## src/rtl/fpu_issue_scheduler.sv

```systemverilog
// FPU issue/writeback scheduler: register scoreboard, single-issue register, round-robin writeback arbiter.
// Optional hazard-stall counter built only when SCHED_STATS_EN is defined.
module fpu_issue_scheduler #(
  parameter int ISIZE        = 17,
  parameter int ASIZE        = 5,
  parameter int MAX_INFLIGHT = 4
) (
  input  logic             clock,
  input  logic             reset_n,
  input  logic             instr_valid,
  input  logic [ISIZE-1:0] instruction,
  output logic             instr_ready,
  output logic             issue_valid,
  input  logic             issue_ready,
  output logic [1:0]       issue_opcode,
  output logic [ASIZE-1:0] issue_rl,
  output logic [ASIZE-1:0] issue_rr,
  output logic [ASIZE-1:0] issue_rd,
  input  logic [1:0]       wb_req,
  input  logic [ASIZE-1:0] wb_addr0,
  input  logic [ASIZE-1:0] wb_addr1,
  output logic [1:0]       wb_grant,
  output logic             rf_we,
  output logic [ASIZE-1:0] rf_waddr,
  output logic [3:0]       inflight,
  output logic             wb_err,
  output logic [15:0]      stall_cycles
);
  localparam int NREG = 1 << ASIZE;

  logic [NREG-1:0]  busy, busyNext;
  logic [3:0]       inflightQ;
  logic             rrPtr;
  logic [1:0]       decOpcode;
  logic [ASIZE-1:0] decRd, decRl, decRr;
  logic             hazard, full, accept, wbHit, wbMiss;
  logic [1:0]       grantRaw;

  assign decOpcode = instruction[ISIZE-1 -: 2];
  assign decRd     = instruction[3*ASIZE-1 -: ASIZE];
  assign decRl     = instruction[2*ASIZE-1 -: ASIZE];
  assign decRr     = instruction[ASIZE-1:0];

  // Registered busy only: a writeback clearing a register unblocks its readers one cycle later.
  assign hazard      = busy[decRl] | busy[decRr] | busy[decRd];
  assign full        = (inflightQ == 4'(MAX_INFLIGHT));
  assign instr_ready = !hazard && !full && (!issue_valid || issue_ready);
  assign accept      = instr_valid && instr_ready;

  always_comb begin
    grantRaw = 2'b00;
    unique case (wb_req)
      2'b01:   grantRaw = 2'b01;
      2'b10:   grantRaw = 2'b10;
      2'b11:   grantRaw = rrPtr ? 2'b10 : 2'b01;
      default: grantRaw = 2'b00;
    endcase
  end

  // Grant is combinational; gating with reset drops it the moment reset asserts.
  assign wb_grant = reset_n ? grantRaw : 2'b00;
  assign rf_we    = |wb_grant;
  assign rf_waddr = wb_grant[1] ? wb_addr1 : (wb_grant[0] ? wb_addr0 : '0);
  assign wbHit    = rf_we &&  busy[rf_waddr];
  assign wbMiss   = rf_we && !busy[rf_waddr];

  // Set is applied after clear so a coinciding set wins.
  always_comb begin
    busyNext = busy;
    if (wbHit)  busyNext[rf_waddr] = 1'b0;
    if (accept) busyNext[decRd]    = 1'b1;
  end

  always_ff @(posedge clock or negedge reset_n) begin
    if (!reset_n) begin
      busy         <= '0;
      inflightQ    <= '0;
      rrPtr        <= 1'b0;
      wb_err       <= 1'b0;
      issue_valid  <= 1'b0;
      issue_opcode <= '0;
      issue_rl     <= '0;
      issue_rr     <= '0;
      issue_rd     <= '0;
    end else begin
      busy   <= busyNext;
      wb_err <= wbMiss;
      if (rf_we) rrPtr <= ~rrPtr;
      if (accept && !wbHit && !full)
        inflightQ <= inflightQ + 4'd1;
      else if (!accept && wbHit && inflightQ != 4'd0)
        inflightQ <= inflightQ - 4'd1;
      if (accept) begin
        issue_valid  <= 1'b1;
        issue_opcode <= decOpcode;
        issue_rl     <= decRl;
        issue_rr     <= decRr;
        issue_rd     <= decRd;
      end else if (issue_ready) begin
        issue_valid  <= 1'b0;
      end
    end
  end

  assign inflight = inflightQ;

`ifdef SCHED_STATS_EN
  logic [15:0] stallQ;
  always_ff @(posedge clock or negedge reset_n) begin
    if (!reset_n)
      stallQ <= '0;
    else if (instr_valid && !instr_ready && stallQ != 16'hFFFF)
      stallQ <= stallQ + 16'd1;
  end
  assign stall_cycles = stallQ;
`else
  assign stall_cycles = '0;
`endif

endmodule
```

## config.mk

```make
export PLATFORM = sky130hd
export DESIGN_NAME = fpu_issue_scheduler
export DESIGN_NICKNAME = d
export VERILOG_FILES = /design/src/rtl/fpu_issue_scheduler.sv
export SDC_FILE = /design/constraint.sdc
export NUM_CORES = 1
export LEC_CHECK = 0
export CORE_MARGIN = 2
export CORE_UTILIZATION = 25
export CTS_BUF_LIST = sky130_fd_sc_hd__clkbuf_8
export DETAILED_ROUTE_END_ITERATION = 16
export MAX_ROUTING_LAYER = met4
export PLACE_DENSITY = 0.48
export SYNTH_ARGS = -nofsm -noshare
export SYNTH_HDL_FRONTEND = slang
export SYNTH_SLANG_ARGS = --single-unit
```

## constraint.sdc

```tcl
create_clock -name clock -period 4.5 [get_ports clock]
set_clock_uncertainty 0.05 [all_clocks]
set_input_delay 0.675 -clock clock [delete_from_list [all_inputs] [get_ports clock]]
set_output_delay 0.675 -clock clock [all_outputs]
set_load 0.01 [all_outputs]
```

==> metrics.cfg <==
[logic_synthesis]
synth-seq-cells = 56
synth_top_area_share = 0.3568
async_flop_share = 1.000
syn_inst = 384
synth_edf_count = 0
synth.distinct_cells = 63
avgSynthCellArea_um2 = 10.23
syn-cell-area_mm2 = 0.003928
synthFlopType = dfrtp_1
synth.area.top_cells = dfrtp_1 36%, mux4_2 13%, o21ai_0 9.2%, mux2_2 5.4%, mux2i_1 4.3%
ys_warn_count = 0
ys_seq_area_frac = 0.3568
yosys.area.top_type = dfrtp_1

[layout]
layout_common_cells = 72 x o21ai_0, 63 x clkdlybuf4s50_1, 56 x dfrtp_1, 38 x buf_4, 25 x nand2_1
final_common_cell = o21ai_0
finalNetCount = 503
layout-drive-gt1-share = 0.2308
final_util = 0.3307
fin_cells = 679
diodes = 0
synthToLayoutAreaGrowth_pct = 28.48

[critical_path]
critPathKind = input port to register
r2r_slack_ns = 0.59
worst-endpoint-arrival_ns = 4.41
reg2reg_depth = 14
critPathRequiredTime_ns = 4.68
cp-startpoint = wb_req[0]
r2r-end = inflight[3]
critPathMaxFanout = 7
reg2reg_from = rrPtr
start_kind = input port
cp-end-kind = register

[place]
placed_cells = 671
gp_congestion = 0.8767
io_buffers = 64
dp_hpwl_um = 9792

[cts]
htree_num_levels = 2
cts_tree = built
clk_path_buf_depth = 2
cts_made_buffers = 5
insertion_delay_ns = 0.33
clockRootBuffer = clkbuf_8
cts_hold_buf = 0
path_clk_slew_ns = 0.11
cts_setup_buffers = 0
clock_sinks = 56

[sta]
relSlewSlack = 0.5979
finalCritPeriodShare = 0.9411
rsz0062_at_grt = no
fmax_mhz = 236.1
worst_pin_slew_ns = 0.6032
period_needed_ns = 4.235
finalMaxSlewViolations = 0
hold_viol = 0
finalSetupViolations = 0

[detailed_routing]
first_pass_iters = 5
vias = 3569
wl_per_cell_um = 19.00
drc = 0
routed_via_density = 5.256
detail-route-antenna-nets = 0
initialDrtViolationCount = 281
wl_um = 12900

[hold_path]
hp-class = input port to asynchronous set/reset pin

[power_and_ir_drop]
power_mw = 2.733
powerDensity_mw_per_mm2 = 541.7
peakVddDrop_mv = 0.1639
p_leak_nw = 1.992

[die]
die_y_um = 129.3
initial_core_util = 0.2574
die_w_um = 129.3
pin_count = 81
die_area_mm2 = 0.01673
fp-row-count = 45
coreArea_mm2 = 0.01526

[global_route]
grt_pass1_wl_um = 20280
grt_pass1_vias = 3505
grt.total_usage = 0.1618
grt_overflow = 0
grt_max_degree = 27
grt_antenna_before_repair = 0

[run_status]
status = completed

[run]
maxCapViolations = 0

synth_stat cells, types with 3 or more instances:
library cell	instances
buf_1	3
nor2_1	6
a31oi_1	5
nand3_1	7
buf_6	3
and2_1	3
nor4_1	4
o21ai_0	72
nand4_1	3
or3_1	3
mux4_2	22
buf_4	18
mux2i_1	17
a32oi_1	3
and3_1	6
inv_1	12
mux2_2	19
nor3_1	9
clkbuf_1	11
a32o_1	3
nor2b_1	3
a211oi_1	4
nand2_1	25
buf_2	8
a21oi_1	5
nand2b_1	7
dfrtp_1	56
power by group:
group	internal (mW)	switching [mW]
Combinational	0.782	0.580
Sequential	0.742	0.319
Clock	0.115	0.194
logic make-up (layout without fill, tap and decap cells):
| group | Yosys count | after routing | synth area share |
|---|---|---|---|
| other | 1 | 16 | 0.0009548 |
| buffers and inverters | 57 | 126 | 0.08060 |
| and+or+nand+nor | 89 | 89 | 0.1252 |
| muxes | 58 | 58 | 0.2240 |
| xor gates and xnor gates | 2 | 2 | 0.004461 |
| DFF | 56 | 56 | 0.3568 |
| adders and majority gates | 3 | 3 | 0.01147 |
| AOI/OAI and AO/OA | 118 | 118 | 0.1966 |
routing by layer:
metal | vias to the layer above | track usage | wire length [um]
met1 | 1776 | 0.2088 | 5451
met3 | 18 | 0.02353 | 1077
met5 | - | - | 0
met4 | 0 | 0.05946 | 251
met2 | 195 | 0.2585 | 6118
li1 | 1580 | - | -
area by class of cell:
type | instances | area, um^2
sequential | 56 | 1401
clock inverter | 3 | 27.53
multi-input combinational | 286 | 2268
timing repair buffer | 104 | 960.9
tap | 211 | 264.0
inverter | 14 | 55.05
fill | 1553 | 10210
clock buffer | 5 | 68.82
repair_timing:
action,in CTS,in global routing
endpoints found under the setup margin,0,1
endpoints found under the hold margin,0,0
gates resized for setup,0,2
registers in the layout, summed over array words and instances, names as in the netlist:
name and cells:
issue_rl 5, issue_rr 5, rrPtr 1, busy 32
issue_opcode 2, inflight 4, issue_rd 5, wb_err 1
issue_valid 1
per-stage QoR:
step | setup TNS, ns | hold slack (ns) | instance area (um^2) | worst slack, ns
after CTS | 0 | 0.3701 | 5044 | 0.2395
after floorplan | 0 | 0.3294 | 3984 | 0.3576
final | 0 | 0.3667 | 5046 | 0.2649
after global placement | 0 | 0.4221 | 4947 | 0.02411
after global routing | 0 | 0.3739 | 5046 | 0.0009468
after detailed placement | -0.07797 | 0.4253 | 4947 | -0.07797
worst max-delay path: stages:
cell and delay [ns]:
clkdlybuf4s50_1 0.50, nand2b_1 0.20, a32oi_1 0.56, nor4_1 0.10, or3_1 0.37, a2bb2oi_1 0.16, buf_4 0.15, a311oi_4 0.32
a21oi_1 0.15, inv_1 0.10, ha_1 0.23, a21o_1 0.18, a21oi_1 0.17, or4b_1 0.45, o311ai_1 0.10
worst max path at each step:
stage                        endpoint
final                     inflight[3]
after global routing      inflight[3]
after CTS                 inflight[3]
after detailed placement  inflight[3]
after global placement    inflight[3]
after floorplan           inflight[3]
Note: power is estimated with default switching activity, not from simulation.
